===== src/rtl/cuadrado_raiz_if.sv =====
// cuadrado_raiz_if: start/done handshake and result bus of the sequential squarer.
// Optional remainder check (A_in, RESTO, OK) present only when CUADRADO_RESTO_EN is defined.
interface cuadrado_raiz_if #(
    parameter int WIDTH = 8
);
    logic                 init;
    logic [WIDTH-1:0]     R_in;
    logic [2*WIDTH-1:0]   PP_out;
    logic                 busy;
    logic                 done;
`ifdef CUADRADO_RESTO_EN
    logic [2*WIDTH-1:0]   A_in;
    logic [2*WIDTH-1:0]   RESTO;
    logic                 OK;
`endif

`ifdef CUADRADO_RESTO_EN
    modport master (
        output init, R_in, A_in,
        input  PP_out, busy, done, RESTO, OK
    );
    modport slave (
        input  init, R_in, A_in,
        output PP_out, busy, done, RESTO, OK
    );
`else
    modport master (
        output init, R_in,
        input  PP_out, busy, done
    );
    modport slave (
        input  init, R_in,
        output PP_out, busy, done
    );
`endif
endinterface


===== src/rtl/cuadrado_raiz.sv =====
// cuadrado_raiz: sequential shift-and-add squarer, PP_out = R_in * R_in.
// Fixed latency of WIDTH iterations; done pulses WIDTH+1 cycles after the start edge.
// Optional feature macro CUADRADO_RESTO_EN adds the remainder check RESTO = A - R^2, OK = (R^2 <= A).
module cuadrado_raiz #(
    parameter int WIDTH = 8
) (
    input  logic          clk,
    input  logic          rst,
    cuadrado_raiz_if.slave bus
);

    localparam int CW = $clog2(WIDTH + 1);

    typedef enum logic [1:0] {
        IDLE = 2'd0,
        ADD  = 2'd1,
        DONE = 2'd2
    } state_t;

    state_t               state;
    state_t               next_state;

    logic [CW-1:0]        count;
    logic [2*WIDTH-1:0]   md;
    logic [WIDTH-1:0]     mr;
    logic [2*WIDTH-1:0]   pp;
    logic [2*WIDTH-1:0]   pp_sum;
    logic                 start;
    logic                 last_iter;
    logic                 busy_c;
    logic                 done_c;

    // A start is only honoured in IDLE; requests in other states are dropped, not queued.
    assign start     = (state == IDLE) && bus.init;
    assign last_iter = (count == CW'(WIDTH - 1));
    assign pp_sum    = pp + (mr[0] ? md : '0);

    // State register.
    always_ff @(posedge clk or negedge rst) begin
        if (!rst) begin
            state <= IDLE;
        end else begin
            state <= next_state;
        end
    end

    // Next-state logic: exactly WIDTH cycles in ADD, no early exit when MR empties.
    always_comb begin
        next_state = state;
        case (state)
            IDLE:    if (bus.init) next_state = ADD;
            ADD:     if (last_iter) next_state = DONE;
            DONE:    next_state = IDLE;
            default: next_state = IDLE;
        endcase
    end

    // Moore outputs: busy covers ADD and DONE, done marks the single result cycle.
    always_comb begin
        busy_c = 1'b0;
        done_c = 1'b0;
        case (state)
            ADD: begin
                busy_c = 1'b1;
            end
            DONE: begin
                busy_c = 1'b1;
                done_c = 1'b1;
            end
            default: begin
                busy_c = 1'b0;
                done_c = 1'b0;
            end
        endcase
    end

    // Datapath: load operands on start, then one conditional add and shift per ADD cycle.
    always_ff @(posedge clk or negedge rst) begin
        if (!rst) begin
            md    <= '0;
            mr    <= '0;
            pp    <= '0;
            count <= '0;
        end else begin
            if (start) begin
                md    <= {{WIDTH{1'b0}}, bus.R_in};
                mr    <= bus.R_in;
                pp    <= '0;
                count <= '0;
            end else if (state == ADD) begin
                pp    <= pp_sum;
                md    <= md << 1;
                mr    <= mr >> 1;
                count <= count + CW'(1);
            end
        end
    end

    assign bus.PP_out = pp;
    assign bus.busy   = busy_c;
    assign bus.done   = done_c;

`ifdef CUADRADO_RESTO_EN
    logic [2*WIDTH-1:0]   a_reg;
    logic [2*WIDTH-1:0]   resto_reg;
    logic                 ok_reg;

    // Remainder check: capture A on start, compare against the final product on the last iteration.
    always_ff @(posedge clk or negedge rst) begin
        if (!rst) begin
            a_reg     <= '0;
            resto_reg <= '0;
            ok_reg    <= 1'b0;
        end else begin
            if (start) begin
                a_reg     <= bus.A_in;
                resto_reg <= '0;
                ok_reg    <= 1'b0;
            end else if ((state == ADD) && last_iter) begin
                resto_reg <= a_reg - pp_sum;
                ok_reg    <= (pp_sum <= a_reg);
            end
        end
    end

    assign bus.RESTO = resto_reg;
    assign bus.OK    = ok_reg;
`endif

endmodule


===== src/flat_wrapper.sv =====
// flat-port wrapper written by rule: the top's interface ports become plain ports
module cuadrado_raiz_flat 
#(
    parameter int WIDTH = 8
)
  (clk, rst, bus_init, bus_R_in, bus_PP_out, bus_busy, bus_done);
  cuadrado_raiz_if #(.WIDTH(WIDTH)) bus_i ();
  input  logic clk;
  input  logic rst;
  input wire logic [$bits(bus_i.init)-1:0] bus_init;
  input wire logic [$bits(bus_i.R_in)-1:0] bus_R_in;
  output wire logic [$bits(bus_i.PP_out)-1:0] bus_PP_out;
  output wire logic [$bits(bus_i.busy)-1:0] bus_busy;
  output wire logic [$bits(bus_i.done)-1:0] bus_done;
  assign bus_i.init = bus_init;
  assign bus_i.R_in = bus_R_in;
  assign bus_PP_out = bus_i.PP_out;
  assign bus_busy = bus_i.busy;
  assign bus_done = bus_i.done;
  cuadrado_raiz #(.WIDTH(WIDTH)) u_core (.clk(clk), .rst(rst), .bus(bus_i));
endmodule

===== config.mk =====
export PLATFORM = sky130hd
export DESIGN_NAME = cuadrado_raiz_flat
export DESIGN_NICKNAME = d
export VERILOG_FILES = /design/src/rtl/cuadrado_raiz_if.sv /design/src/rtl/cuadrado_raiz.sv /design/src/flat_wrapper.sv
export SDC_FILE = /design/constraint.sdc
export NUM_CORES = 1
export LEC_CHECK = 0
export BUFFER_PORTS_ARGS = -buffer_cell sky130_fd_sc_hd__buf_2
export CAP_MARGIN = 15
export CORE_ASPECT_RATIO = 1.5
export CORE_UTILIZATION = 40
export CTS_CLUSTER_SIZE = 28
export DETAILED_ROUTE_END_ITERATION = 7
export SLEW_MARGIN = 20
export SYNTH_ARGS = -nofsm -noshare
export SYNTH_HDL_FRONTEND = slang
export SYNTH_SLANG_ARGS = --single-unit

===== constraint.sdc =====
create_clock -name clk -period 2.5 [get_ports clk]
set_input_delay 0 -clock clk [delete_from_list [all_inputs] [get_ports clk]]
set_output_delay 0 -clock clk [all_outputs]
set_load 0.01 [all_outputs]

==> results of run 1 <==
-- power by group --
| group | internal (W) | leakage, nW | switching [W] |
|---|---|---|---|
| combinational | 0.00118 | 1.07 | 0.00138 |
| sequential | 0.00105 | 0.579 | 0.000253 |
| clock | 0.000427 | 0.0714 | 0.000262 |
| total | 0.00266 | 1.72 | 0.00190 |
-- layer usage --
metal  vias to the layer above  GRT usage [%]  share of wire, %
met5                         -              0                 0
met4                         0          7.843               3.0
met3                        13          2.256               2.1
met2                        35          33.15                53
met1                      1147          21.39                42
li1                       1192              -                 -
-- worst max-delay path, cell delays in order (launching register included) --
cell,delay [ns]
dfrtp_2,0.45
buf_6,0.13
and2_4,0.16
ha_4,0.16
inv_2,0.04
fa_2,0.21
nor2b_4,0.05
o211ai_2,0.20
a21oi_2,0.09
or4_4,0.50
a31o_1,0.24
a211oi_2,0.17
-- flip-flops by register name, summed over array words and instances (netlist names) --
name and count:
u_core.bus.PP_out 16, u_core.count 4, u_core.mr 8, u_core.md 16, u_core.state 2
-- kinds of logic after synthesis --
| kind of cell | Yosys count | synth area share (%) |
|---|---|---|
| adders and majority gates | 21 | 9.215 |
| and+or+nand+nor | 98 | 16.85 |
| AOI/OAI and AO/OA | 71 | 17.11 |
| xor gates and xnor gates | 10 | 2.986 |
| buffers and inverters | 27 | 4.692 |
| muxes | 29 | 9.898 |
| DFF | 46 | 39.25 |
-- area by class of cell --
| type | instances | area, µm² | share of cell area (%) |
|---|---|---|---|
| clock inverters | 2 | 60.06 | 1.640 |
| flip-flops and latches | 46 | 1152 | 31.48 |
| well taps | 97 | 121.4 | 3.315 |
| repair buffers | 63 | 431.7 | 11.79 |
| inverters | 12 | 45.04 | 1.230 |
| clock buffers | 6 | 82.58 | 2.256 |
| multi-input cells | 229 | 1768 | 48.29 |
-- cells in the mapped netlist, types with 2 or more instances --
master,number,area [µm²]
a211oi_1,6,45.04
a21o_1,3,22.52
a21oi_1,25,125.1
a31oi_1,2,12.51
and2_1,16,100.1
and3_1,2,12.51
clkbuf_1,9,33.78
clkbuf_8,2,27.53
dfrtp_1,46,1151
ha_1,20,250.2
inv_1,12,45.04
mux2i_1,29,290.3
nand2_1,19,71.32
nand2b_1,2,12.51
nand3_1,7,35.03
nand4_1,5,31.28
nor2_1,30,112.6
nor2b_1,3,18.77
nor3_1,3,15.01
nor3b_1,2,15.01
o2111ai_1,2,17.52
o21a_1,2,15.01
o21ai_0,15,75.07
o311a_4,2,42.54
xnor2_1,5,43.79
xor2_1,5,43.79
-- timing repair --
item,in CTS,in global routing
hold endpoints to repair,62,0
pin swaps,1,6
hold buffers,9,0
buffers inserted,0,4
gates resized for setup,1,28
endpoints found under the setup margin,4,8
-- metrics by stage --
| step | util (%) | setup TNS [ns] | area [µm²] | std cells |
|---|---|---|---|---|
| 3_3_place_gp | 46.77 | 0 | 3269 | 434 |
| 4_1_cts | 50.12 | -0.01010 | 3503 | 451 |
| 5_1_grt | 52.37 | -0.1921 | 3661 | 455 |
| 6_report | 52.37 | 0 | 3661 | 455 |
| 2_1_floorplan | - | 0 | 2934 | 302 |
| 3_5_place_dp | 46.77 | -0.0006395 | 3269 | 434 |
-- final timing paths --
| path | from | endpoint | slack [ns] | cells past startpoint |
|---|---|---|---|---|
| worst max-delay path | u_core.mr[0]$_DFFE_PN0P_ | u_core.bus.PP_out[12]$_DFFE_PN0P_ | 0.03 | 11 |
| worst min-delay path | bus_init | u_core.state[1]$_DFFE_PN0P_ | 0.05 | 3 |
| worst max register to register | u_core.mr[0]$_DFFE_PN0P_ | u_core.bus.PP_out[12]$_DFFE_PN0P_ | 0.03 | 11 |
| worst min register to register | u_core.mr[7]$_DFFE_PN0P_ | u_core.mr[7]$_DFFE_PN0P_ | 0.52 | 2 |
| max in group asynchronous | rst | u_core.mr[0]$_DFFE_PN0P_ | 1.80 | 2 |
| min in group asynchronous | rst | u_core.bus.PP_out[7]$_DFFE_PN0P_ | 0.22 | 2 |
==> results.yml, run 1 <==
run_status:
  status: "complete, no violations"
cts:
  clockBufferDepth: 2
  clockRootBuffer: "clkbuf_8"
  cts_num_sinks: 46
  cts-htree-levels: 2
  clkLatencyLatePin_ns: 0.30
  cts_buffers: 5
  cts_tree: "yes"
  path_clk_slew_ns: 0.09
global_route:
  grt_max_degree: 47
  grt_pass1_wl_mm: 10.85
  grt_pass1_vias: 2307
  track_usage_pct: 18.34
  gr-total-overflow: 0
  grt_antenna_before_repair: 0
detailed_routing:
  drt_iter0_drc: 96
  wirelength_mm: 6.808
  via_count: 2387
  ant_nets: 0
  avgViaCountPerCell: 5.246
  dr.pass1.iters: 4
  drc: 0
  wl_per_cell_um: 14.96
min_path:
  min_path_type: "in -> reg"
die:
  start_util_pct: 41.95
  floorplan.io_pins: 29
  die_w_um: 71.92
  die_h_um: 106.9
  row_count: 37
  die_area_um2: 7686
  core_um2: 6990
worst_setup_path:
  startpoint_type: "register"
  arrival_ns: 2.69
  crit_type: "reg -> reg"
  crit_fanout: 6
  crit_required_ns: 2.73
  worstSetupEndpointType: "register"
timing:
  layout_min_cycle_time_ns: 2.469
  min_period_over_period_pct: 98.76
  finalHoldViolCount: 0
  slew_violations: 0
  setup_ws_ns: 0.03097
  fin_skew_ns: 0.009099
  tightestPinTransition_ns: 0.7644
  fmaxAchievable_mhz: 405.0
  slew_headroom_pct: 49.04
  grt_setup_unrepaired: "yes"
  whs_ns: 0.05098
  setup_viol: 0
synth:
  synth_edf_count: 0
  yosysWarnings: 0
  syn_avg_cell_area_um2: 9.711
  synth_fp_nets: 334
  postSynthRegisterBits: 46
  netlist_area_um2: 2933
  synthCells: 302
  synthArstFlopShare_pct: 100.0
  synthDistinctLibCells: 54
  synth-main-ff-cell: "dfrtp_1"
  seq_area_frac_synth_pct: 39.25
power:
  leakagePower_nw: 1.721
  power.density_nw_per_um2: 1246
  power_w: 0.004561
  ir_drop_mv: 0.5872
placement:
  pre_cts_ws_ns: -0.0006395
  hpwl_mm: 4.807
  gp_congestion: 0.8591
  portBuffers: 28
cells_and_area:
  area_delta_synth_final_pct: 24.83
  layout_common_cells: "dfrtp_1, nor2_1, mux2i_1"
  final_nets: 389
  antenna_cells: 0
  final_common_cell: "dfrtp_1"
  nFillCells: 673
  layout-drive-gt1-share_pct: 25.70
job:
  maxCapViolCount: 0
(Power assumes the default switching activity.)
==> run 2, diff against run 1 <==
--- a/config.mk
+++ b/config.mk
@@ -5,6 +5,7 @@
 export SDC_FILE = /design/constraint.sdc
 export NUM_CORES = 1
 export LEC_CHECK = 0
+export ABC_AREA = 1
 export BUFFER_PORTS_ARGS = -buffer_cell sky130_fd_sc_hd__buf_2
 export CAP_MARGIN = 15
 export CORE_ASPECT_RATIO = 1.5
==> results.yml, run 2 <==
timing:
  slew_violations: 0
  whs_ns: 0.07308
  grt_setup_unrepaired: "no"
  setup_viol: 0
  layout_min_cycle_time_ns: 1.974
  tns_ns: 0
  fmaxAchievable_mhz: 506.7
  min_period_over_period_pct: 78.95
  finalHoldViolCount: 0
  fin_skew_ns: 0.009614
  tightestPinTransition_ns: 0.6150
  slew_headroom_pct: 59.00
synth:
  netlist_area_um2: 2928
  synthCells: 396
  syn_avg_cell_area_um2: 7.393
  postSynthRegisterBits: 46
  yosys.area.top_type: "dfrtp_1"
  synth_top_area_share_pct: 39.32
  synth-main-ff-cell: "dfrtp_1"
  synth_area_leaders: "dfrtp_1, nand2_1, inv_1"
  synth_fp_nets: 428
  synth_commonest_cells: "nand2_1, inv_1, dfrtp_1"
  synth_edf_count: 0
  synthDistinctLibCells: 33
  seq_area_frac_synth_pct: 39.32
  synthArstFlopShare_pct: 100.0
  yosysWarnings: 0
  synth_most_common_cell: "nand2_1"
worst_setup_path:
  worstSetupEndpointType: "register"
  arrival_ns: 2.19
  reg2reg_depth: 12
  r2r_slack_ns: 0.53
  crit_fanout: 15
  crit_required_ns: 2.71
  crit_slowest_cell: "dfrtp_1"
  path_common_cell: "nand2_1"
  crit_type: "reg -> reg"
  regToRegStartpoint: "u_core.mr[0]$_DFFE_PN0P_"
  startpoint_type: "register"
  rr_endpoint: "u_core.bus.PP_out[15]$_DFFE_PN0P_"
  max_stage_delay_ns: 0.41
  crit_chain: "buf_4, nand2_1, inv_1, ha_1, nand2_1, inv_1, a21oi_1, nand2_2, nand2_1, nand3_1, nand3_1, nand2_1"
cts:
  cts_buffers: 5
  clockRootBuffer: "clkbuf_8"
  clockBufferDepth: 2
  cts_num_sinks: 46
  clkLatencyLatePin_ns: 0.31
  post_cts_buffers: 0
  path_clk_slew_ns: 0.10
  cts_tree: "yes"
  cts-htree-levels: 2
power:
  p_int_w: 0.001891
  power.density_nw_per_um2: 1066
  ir_drop_mv: 0.5620
  pwr-share-seq_pct: 34.2
  swShare_pct: 46.84
  p_sw_w: 0.001667
  power_frac_comb_pct: 51.5
  leakagePower_nw: 1.932
  clkPwrFrac_pct: 14.3
detailed_routing:
  dr.pass1.iters: 4
  via_count: 2524
  drt_iter0_drc: 112
  wl_per_cell_um: 12.55
  drc: 0
  avgViaCountPerCell: 4.744
  wirelength_mm: 6.676
  ant_nets: 0
die:
  die_w_um: 71.86
  die_h_um: 106.8
  die_area_um2: 7673
  floorplan.io_pins: 29
  row_count: 37
  core_um2: 6990
  start_util_pct: 41.88
placement:
  hpwl_mm: 4.964
  gp_congestion: 0.8448
  portBuffers: 28
cells_and_area:
  final_common_cell: "nand2_1"
  area_delta_synth_final_pct: 14.02
  antenna_cells: 0
  layout-drive-gt1-share_pct: 13.33
  final_nets: 466
  layout_common_cells: "nand2_1, inv_1, dfrtp_1"
global_route:
  track_usage_pct: 19.09
  grt_max_degree: 47
  grt_antenna_before_repair: 0
  gr-total-overflow: 0
  grt_pass1_wl_mm: 11.41
  grt_pass1_vias: 2483
min_path:
  min_to: "u_core.count[3]$_DFFE_PN0P_"
  hold_path_depth: 4
  hp-start: "bus_init"
  min_path_type: "in -> reg"
run_status:
  status: "complete, no violations"
job:
  maxCapViolCount: 0
## run 2: changes by cell type after synthesis, moves of 9 or more
cell | previous run | this run
a21oi_1 | 25 | 14
and2_1 | 16 | 1
inv_1 | 12 | 75
mux2i_1 | 29 | 0
nand2_1 | 19 | 131
nand3_1 | 7 | 19
nor2_1 | 30 | 14
o21ai_0 | 15 | 6
o221ai_1 | 0 | 10
## run 2: layout make-up
cell class | count | area (µm²)
clock inverter | 3 | 28.78
sequential | 46 | 1151
inverter | 83 | 314.1
timing repair buffer | 39 | 247.7
fill | 710 | 3652
tap | 97 | 121.4
multi-input combinational | 259 | 1406
clock buffer | 5 | 68.82
## run 2: kinds of logic (layout without fill, tap and decap cells)
group	after synthesis	in the layout	synth area share (%)
xor+xnor	2	2	0.5984
fa+ha+maj	21	21	9.231
compound gates	49	49	10.60
flops	46	46	39.32
buf+inv	91	130	12.65
simple gates	187	187	27.61
## run 2: power by group through the flow
stage	clock, W	sequential (W)	combinational (W)
after floorplan	0	0.00122	0.00140
after global placement	0	0.00122	0.00181
after detailed placement	0	0.00123	0.00185
after CTS	0.000530	0.00122	0.00186
after global routing	0.000551	0.00125	0.00209
final	0.000508	0.00122	0.00183
## run 2: how the worst max path moves through the flow
stage                        startpoint                                 to  slack [ns]  cells past startpoint
3_5_place_dp   u_core.mr[0]$_DFFE_PN0P_  u_core.bus.PP_out[12]$_DFFE_PN0P_        0.54                     11
5_1_grt        u_core.mr[0]$_DFFE_PN0P_  u_core.bus.PP_out[15]$_DFFE_PN0P_        0.32                     12
4_1_cts        u_core.mr[0]$_DFFE_PN0P_  u_core.bus.PP_out[12]$_DFFE_PN0P_        0.52                     11
2_1_floorplan  u_core.mr[0]$_DFFE_PN0P_  u_core.bus.PP_out[12]$_DFFE_PN0P_        0.42                     15
6_report       u_core.mr[0]$_DFFE_PN0P_  u_core.bus.PP_out[15]$_DFFE_PN0P_        0.53                     12
3_3_place_gp   u_core.mr[0]$_DFFE_PN0P_  u_core.bus.PP_out[12]$_DFFE_PN0P_        0.55                     11
## run 2: through the flow
step | util, % | total power (W) | std cells | cell area [µm²] | setup WS [ns]
floorplan | - | 0.002621 | 396 | 2928 | 0.4221
global placement | 45.03 | 0.003037 | 515 | 3148 | 0.5517
detailed placement | 45.03 | 0.003080 | 515 | 3148 | 0.5373
CTS | 47.72 | 0.003609 | 532 | 3336 | 0.5159
global route | 47.75 | 0.003895 | 532 | 3338 | 0.3205
finish | 47.75 | 0.003558 | 532 | 3338 | 0.5263
## run 2: timing repair
action                    in CTS  in global routing
hold endpoints to repair      62                  0
hold buffers                   9                  0
resized for setup              0                  0
## run 2: per-layer routing
layer | GRT usage (%) | up-vias | share of wire [%]
li1 | - | 1321 | -
met1 | 21.70 | 1161 | 42
met2 | 35.85 | 34 | 54
met3 | 2.256 | 8 | 1.7
met4 | 6.863 | 0 | 2.0
met5 | 0 | - | 0
## run 2: critical path, delay by kind of cell (launching register included)
family                     cells  cell delay, ns
DFF                            1            0.41
buffers and inverters          3            0.31
AOI/OAI and AO/OA              1            0.18
adders and majority gates      1            0.33
and+or+nand+nor                7            0.64
